### src/rtl/spi_byte_receiver_pkg.sv
// Shared encodings and helpers for the SPI byte receiver.
package spi_byte_receiver_pkg;

   localparam logic ST_IDLE = 1'b0;
   localparam logic ST_RECV = 1'b1;

   localparam int BYTE_BITS  = 8;
   localparam int CNT_W      = $clog2(BYTE_BITS);
   localparam int FIFO_DEPTH = 4;
   localparam int FIFO_PTR_W = $clog2(FIFO_DEPTH);

   typedef struct packed {
      logic                 first;
      logic [BYTE_BITS-1:0] data;
   } rx_entry_t;

   function automatic logic [BYTE_BITS-1:0] shift_in(input logic [BYTE_BITS-1:0] sr,
                                                     input logic                 b,
                                                     input logic                 msb_first);
      if (msb_first) return {sr[BYTE_BITS-2:0], b};
      else           return {b, sr[BYTE_BITS-1:1]};
   endfunction

endpackage

### src/rtl/spi_byte_receiver_bit_sync.sv
// Multi-flop synchroniser for one asynchronous bit; resets to 0.
module bit_sync #(
   parameter int STAGES = 2
) (
   input  logic clk,
   input  logic rst,
   input  logic d,
   output logic q
);

   logic [STAGES-1:0] chain;

   always_ff @(posedge clk or posedge rst) begin
      if (rst) chain <= '0;
      else     chain <= {chain[STAGES-2:0], d};
   end

   assign q = chain[STAGES-1];

endmodule

### src/rtl/spi_byte_receiver.sv
// CLK-domain SPI byte receiver with idle-timeout framing.
// Optional 4-entry output FIFO with READY/OVERRUN enabled by macro SPI_RX_FIFO_EN.
module spi_byte_receiver
   import spi_byte_receiver_pkg::*;
#(
   parameter int SYNC_STAGES = 2,
   parameter int IDLE_CYCLES = 64,
   parameter int MSB_FIRST   = 1
) (
   input  logic       CLK,
   input  logic       RST,
   input  logic       SCLK,
   input  logic       MOSI,
   input  logic       READY,
   output logic [7:0] DATA,
   output logic       VALID,
   output logic       FIRST,
   output logic       ACTIVE,
   output logic       OVERRUN
);

   localparam int               TMR_W   = $clog2(IDLE_CYCLES);
   localparam logic [TMR_W-1:0] TMR_MAX = TMR_W'(IDLE_CYCLES - 1);

   logic                 sync_sclk, sync_mosi, sclk_prev;
   logic                 rise, sclk_edge, byte_done;
   logic                 state, first_mark;
   logic [CNT_W-1:0]     bit_cnt;
   logic [TMR_W-1:0]     timer;
   logic [BYTE_BITS-1:0] shreg, sh_nxt;
   logic [BYTE_BITS-1:0] byte_p0, byte_p1, data_p2;
   logic                 first_p0, first_p1, first_p2;
   logic                 vld_p0, vld_p1, vld_p2;

   bit_sync #(.STAGES(SYNC_STAGES)) u_sync_sclk (.clk(CLK), .rst(RST), .d(SCLK), .q(sync_sclk));
   bit_sync #(.STAGES(SYNC_STAGES)) u_sync_mosi (.clk(CLK), .rst(RST), .d(MOSI), .q(sync_mosi));

   assign rise      = sync_sclk & ~sclk_prev;
   assign sclk_edge = sync_sclk ^ sclk_prev;
   assign sh_nxt    = shift_in(shreg, sync_mosi, MSB_FIRST != 0);
   assign byte_done = (state == ST_RECV) && rise && (bit_cnt == CNT_W'(BYTE_BITS - 1));
   assign ACTIVE    = (state == ST_RECV);

   always_ff @(posedge CLK or posedge RST) begin
      if (RST) begin
         sclk_prev  <= 1'b0;
         state      <= ST_IDLE;
         bit_cnt    <= '0;
         timer      <= '0;
         first_mark <= 1'b0;
         vld_p0     <= 1'b0;
         vld_p1     <= 1'b0;
         vld_p2     <= 1'b0;
         data_p2    <= '0;
         first_p2   <= 1'b0;
      end else begin
         sclk_prev <= sync_sclk;
         vld_p0    <= byte_done;
         vld_p1    <= vld_p0;
         vld_p2    <= vld_p1;
         if (vld_p1) begin
            data_p2  <= byte_p1;
            first_p2 <= first_p1;
         end
         if (sclk_edge)              timer <= '0;
         else if (timer != TMR_MAX)  timer <= timer + TMR_W'(1);
         if (state == ST_IDLE) begin
            if (rise) begin
               state      <= ST_RECV;
               bit_cnt    <= CNT_W'(1);
               first_mark <= 1'b1;
            end
         end else begin
            if (rise) begin
               if (byte_done) begin
                  bit_cnt    <= '0;
                  first_mark <= 1'b0;
               end else begin
                  bit_cnt <= bit_cnt + CNT_W'(1);
               end
            end else if (!sclk_edge && timer == TMR_MAX) begin
               // timeout drops any partial byte; the next frame restarts at bit 0
               state   <= ST_IDLE;
               bit_cnt <= '0;
            end
         end
      end
   end

   // p0: byte assembled, p1: delay stage, p2: output register
   always_ff @(posedge CLK) begin
      if (rise) shreg <= sh_nxt;
      if (byte_done) begin
         byte_p0  <= sh_nxt;
         first_p0 <= first_mark;
      end
      byte_p1  <= byte_p0;
      first_p1 <= first_p0;
   end

`ifdef SPI_RX_FIFO_EN
   rx_entry_t             mem [FIFO_DEPTH];
   logic [FIFO_PTR_W-1:0] wr_ptr, rd_ptr;
   logic [FIFO_PTR_W:0]   count;
   logic                  overrun, empty, full, pop, push_ok;

   assign empty   = (count == '0);
   assign full    = (count == (FIFO_PTR_W+1)'(FIFO_DEPTH));
   assign pop     = !empty && READY;
   assign push_ok = vld_p2 && (!full || pop);

   always_ff @(posedge CLK or posedge RST) begin
      if (RST) begin
         wr_ptr  <= '0;
         rd_ptr  <= '0;
         count   <= '0;
         overrun <= 1'b0;
      end else begin
         if (pop)     rd_ptr <= rd_ptr + FIFO_PTR_W'(1);
         if (push_ok) wr_ptr <= wr_ptr + FIFO_PTR_W'(1);
         if (vld_p2 && !push_ok) overrun <= 1'b1;
         if (push_ok && !pop)      count <= count + (FIFO_PTR_W+1)'(1);
         else if (!push_ok && pop) count <= count - (FIFO_PTR_W+1)'(1);
      end
   end

   always_ff @(posedge CLK) begin
      if (push_ok) mem[wr_ptr] <= '{first: first_p2, data: data_p2};
   end

   assign VALID   = !empty;
   assign DATA    = empty ? 8'h00 : mem[rd_ptr].data;
   assign FIRST   = !empty && mem[rd_ptr].first;
   assign OVERRUN = overrun;
`else
   logic ready_unused;
   assign ready_unused = READY;

   assign VALID   = vld_p2;
   assign DATA    = data_p2;
   assign FIRST   = vld_p2 & first_p2;
   assign OVERRUN = 1'b0;
`endif

endmodule
### config.mk
export PLATFORM = sky130hd
export DESIGN_NAME = spi_byte_receiver
export DESIGN_NICKNAME = d
export VERILOG_FILES = /design/src/rtl/spi_byte_receiver_pkg.sv /design/src/rtl/spi_byte_receiver_bit_sync.sv /design/src/rtl/spi_byte_receiver.sv
export SDC_FILE = /design/constraint.sdc
export NUM_CORES = 1
export LEC_CHECK = 0
export BUFFER_PORTS_ARGS = -buffer_cell sky130_fd_sc_hd__buf_4
export CORE_ASPECT_RATIO = 0.7
export CORE_MARGIN = 5
export CORE_UTILIZATION = 38
export CTS_CLUSTER_SIZE = 25
export DETAILED_ROUTE_END_ITERATION = 6
export PLACE_DENSITY_LB_ADDON = 0.2
export SYNTH_ARGS = -nofsm -noshare
export SYNTH_HDL_FRONTEND = slang
export SYNTH_HIERARCHICAL = 1
export SYNTH_SLANG_ARGS = --single-unit
### constraint.sdc
create_clock -name CLK -period 2.3 [get_ports CLK]
set_input_delay 0.69 -clock CLK [delete_from_list [all_inputs] [get_ports CLK]]
set_output_delay 0.69 -clock CLK [all_outputs]
set_load 0.05 [all_outputs]
# Word level (Yosys, flattened, before mapping)

Cells that the tools add are included.

Bits of input ports: 5
Register bits after elaboration: 53
Output and inout port bits: 12
Word-level logic and storage cells: 51

Reduce and logical (&&, ||, !) cells: 9
$add $sub $neg: 2
Bitwise gates (word level): 4
Multiplexer cells: 15
Equal/unequal tests: 4

Operators with widths:

| operator                                     | count |
|---|---|
| two-way mux 3 bit                            | 5 |
| two-way mux 6 bit                            | 2 |
| two-way mux 1 bit                            | 8 |
| adder 6 x 1 -> 6 bit (second input constant) | 1 |
| equality test 6 bit (second input constant)  | 1 |
| != test 6 bit (second input constant)        | 1 |
| nonzero test 2 bit                           | 3 |
| AND reduction 2 bit                          | 2 |
| adder 3 x 1 -> 3 bit (second input constant) | 1 |
| equality test 3 bit (second input constant)  | 1 |
| logical AND 1 bit                            | 3 |
| AND 1 bit                                    | 2 |
| != test 2 bit (second input constant)        | 1 |
| logical NOT 1 bit                            | 1 |
| NOT 1 bit                                    | 1 |
| XOR 1 bit                                    | 1 |

# Logic depth before layout (Yosys ltp)

Word-level depth: 7
Depth in mapped cells: 6
Mapped depth without buffers: 5

# Hierarchy

The synthesis kept the hierarchy.

By module, submodules not included:

| module            | area each (um^2) | cells an instance | instances | seq. area each (um^2) |
|---|---|---|---|---|
| spi_byte_receiver | 1,686.6          | 104               | 1         | 1,261.2 |
| bit_sync          | 53.8             | 3                 | 2         | 50.0 |

# Least setup slack after synthesis

OpenSTA, ideal clock, no wires.

Kind: reg2out
From: register vld_p2, in the netlist VALID
To: output FIRST
Arrival time: 1,100 ps
Required time: 1,610 ps
Setup slack: 510 ps
Path buffers: 0
Cell stages (with the launch flop): 2
Path through: dfrtp_1 > and2_1

Word-level cells in the longest chain between the ends: 1

RTL lines:

| element                | line                     | source |
|---|---|---|
| from (decl)            | spi_byte_receiver.sv:33  | `logic vld_p0, vld_p1, vld_p2;` |
| from (signal assigned) | spi_byte_receiver.sv:60  | `vld_p2 <= vld_p1;` |
| AND 1 bit              | spi_byte_receiver.sv:141 | `assign FIRST = vld_p2 & first_p2;` |
| to (decl)              | spi_byte_receiver.sv:17  | `output logic FIRST,` |

No other way between the ends.

# Worst setup path in the final report

From: register state, in the netlist ACTIVE
To: output ACTIVE

RTL lines:

| element                | line                    | source |
|---|---|---|
| from (decl)            | spi_byte_receiver.sv:27 | `logic state, first_mark;` |
| from (signal assigned) | spi_byte_receiver.sv:47 | `state <= ST_IDLE;` |
| from (signal assigned) | spi_byte_receiver.sv:69 | `state <= ST_RECV;` |
| from (signal assigned) | spi_byte_receiver.sv:83 | `state <= ST_IDLE;` |
| to (decl)              | spi_byte_receiver.sv:18 | `output logic ACTIVE,` |

No word-level cell between the ends.

==> summary.txt <==
die width - 92.1 um
Seq/Total Area, Yosys - 75.9%
# hold bufs at CTS - 0
clock sink total - 53
top post-synthesis cells by count - dfrtp_1 (28), edfxtp_1 (16), dfxtp_1 (9), mux2_2 (9), inv_1 (7)
worst slack, placed - 0.680 ns
largest net degree at the start of global routing - 25
Critical-path top delay cell - dfrtp_1
# fillers - 394
Pwr Density - 1130 nW/um2
crit path buf inv count - 1
delay-heaviest family, CP - flip-flops
post-synthesis cell area - 1790 um2
Synth area leader - dfrtp_1
Setup crit end kind - output pin
Nets - 139
Die Y - 67.5 um
startpoint types - flip-flop
Hold/Removal Path Class - input pin to asynchronous set/reset pin
#FFs+latches synth - 53
I/O pins - 17
CTS tree - built
number of global-route vias before repair - 918
DRT Pass-1 Iters - 4
initial antenna violation count - 0
# rows - 20
# diodes - 0
Synth Net Count - 119
GP Congestion - 0.656
post-CTS sizing - 0
Vias - 876
Total Routing Usage GR - 9.55%
outcome - completed
die footprint - 6220 um2
Clk Latency, worst-skew pair - 0.29 ns
DRC viols - 0
Synth Area per Inst - 16.3 um2
RSZ-0062 raised after global routing - false
final HPWL from detailed placement - 1.69 mm
VDD IR max - 0.386 mV
CTS Buffer Depth - 2
mux contribution to synthesized area - 7.04%
Post-Syn Instances - 110
most common cell in the netlist - dfrtp_1
fraction of layout cells with a size suffix above 1 - 29.8%
Yosys cell types - 34
Post-CTS Setup Bufs - 0
post-synthesis simple-gate area fraction - 5.93%
worst path cell trace - buf_4
number of synthesized flops with an enable pin - 16
Synth Area in Compound Gates - 5.30%
Crit path required time - 1.61 ns
routed wire length per instance - 13.5 um
Port Buffers - 14
via-per-instance ratio - 4.71
Synth area leaders - dfrtp_1 (39%), edfxtp_1 (27%), dfxtp_1 (10%)
Final WS setup - 0.570 ns
P_leak - 0.927 nW
first-pass GRT wire length - 4.57 mm
maximum clock frequency - 578 MHz
H-tree depth - 2
CTS clk-pin slew, worst paths - 0.09 ns
largest family of logic cells by synthesized area - multiplexers
P&R area growth vs syn - 15.0%
warnings from Yosys - 6
arrival time of the worst setup path - 1.04 ns
Core ar. - 4450 um2
CP peak stage delay - 0.50 ns
prevailing post-synth register cell - dfrtp_1
final hold violation count - 0
effective utilization at floorplan - 40.3%
number of max-cap violations - 0
post-synth top area share - 39.1%
remaining antenna violation count after routing - 0
Routed Wire Length - 2.50 mm
initial DRC count - 90
Final min period - 1.73 ns
Crit Path Category - flip-flop to output pin
Clock Root Buffer - clkbuf_8
final core occ - 46.3%
Synth Area in Adders - 2.79%
# setup viols final - 0
Max Slew Vio Count - 0
Worst Clk Skew - 0.0117 ns
Final Cycle Share - 75.2%
Remaining Overflow, GRT - 0
Final Power - 2.32 mW
Async S/R FF share, synth - 52.8%
crit path max fanout - 9
Setup TNS - 0 ns
Num CTS Buffers - 5
Synth Area in XOR/XNOR - 0.488%
## cell families after synthesis
kind of cell,after synthesis
flip-flops,53
AND/OR/NAND/NOR,17
AO/OA/AOI/OAI,13
multiplexers,11
buffers and inverters,10
adder cells (fa/ha/maj),4
other,1
XOR/XNOR,1
## registers in the layout, indices dropped and copies added (netlist names), 2 cells and up
name / flops
shreg: 7
bit_cnt: 3
u_sync_mosi/chain: 2
u_sync_sclk/chain: 2
byte_p1: 8
DATA: 8
timer: 6
byte_p0: 8
## worst paths after layout
kind                                        start                              to  slack, ns  cells past startpoint
max                              ACTIVE$_DFF_PP0_                          ACTIVE       0.57                      1
min                                           RST  u_sync_mosi/chain[0]$_DFF_PP0_       0.25                      2
max reg2reg                bit_cnt[0]$_DFFE_PP0P_            byte_p0[0]$_DFFE_PP_       0.68                      3
min reg2reg                  byte_p0[1]$_DFFE_PP_              byte_p1[1]$_DFF_P_       0.34                      0
max in group asynchronous                     RST             DATA[0]$_DFFE_PP0P_       1.60                      3
min in group CLK             byte_p0[1]$_DFFE_PP_              byte_p1[1]$_DFF_P_       0.34                      0
## cell type report
type                    instances  area, um2  area share (%)
flip-flops and latches         53       1360            66.0
multi-input cells              47        390            18.9
repair buffers                 16        120            5.82
clock buffers                   6       82.6            4.00
well taps                      55       68.8            3.34
inverters                       7       26.3            1.27
clock inverters                 2       13.8           0.667
## layer usage
| layer | routed length (um) | up-vias | track usage [%] | share of wire (%) |
|---|---|---|---|---|
| li1 | - | 432 | - | - |
| met1 | 1310 | 429 | 13.2 | 52 |
| met2 | 1080 | 13 | 13.8 | 43 |
| met3 | 110 | 2 | 3.90 | 4.4 |
| met4 | 4 | 0 | 2.78 | 0.16 |
| met5 | 0 | - | 0 | 0 |
## cells in the final DEF, fill, tap and decap left out, types with 2 or more instances in the layout
cell and n:
a31oi_1 4, a32o_1 2, buf_4 16, clkbuf_8 6, dfrtp_1 28, dfxtp_1 9, edfxtp_1 16, ha_1 4
inv_1 7, mux2_2 9, nand2_1 4, nand3_1 2, o21ai_0 2
## per-stage QoR
stage,std cells,cell area (um2),hold slack [ns]
after floorplan,110,1790,0.323
after global placement,178,1970,0.325
after detailed placement,178,1970,0.327
after CTS,186,2060,0.240
after global routing,186,2060,0.240
final,186,2060,0.253
## power by group
| part | internal (mW) | leakage (nW) | switching (mW) |
|---|---|---|---|
| Combinational | 0.219 | 0.298 | 0.378 |
| Sequential | 1.12 | 0.578 | 0.0898 |
| Clock | 0.244 | 0.0512 | 0.274 |
| Total | 1.58 | 0.927 | 0.742 |
(Power assumes the default switching activity.)
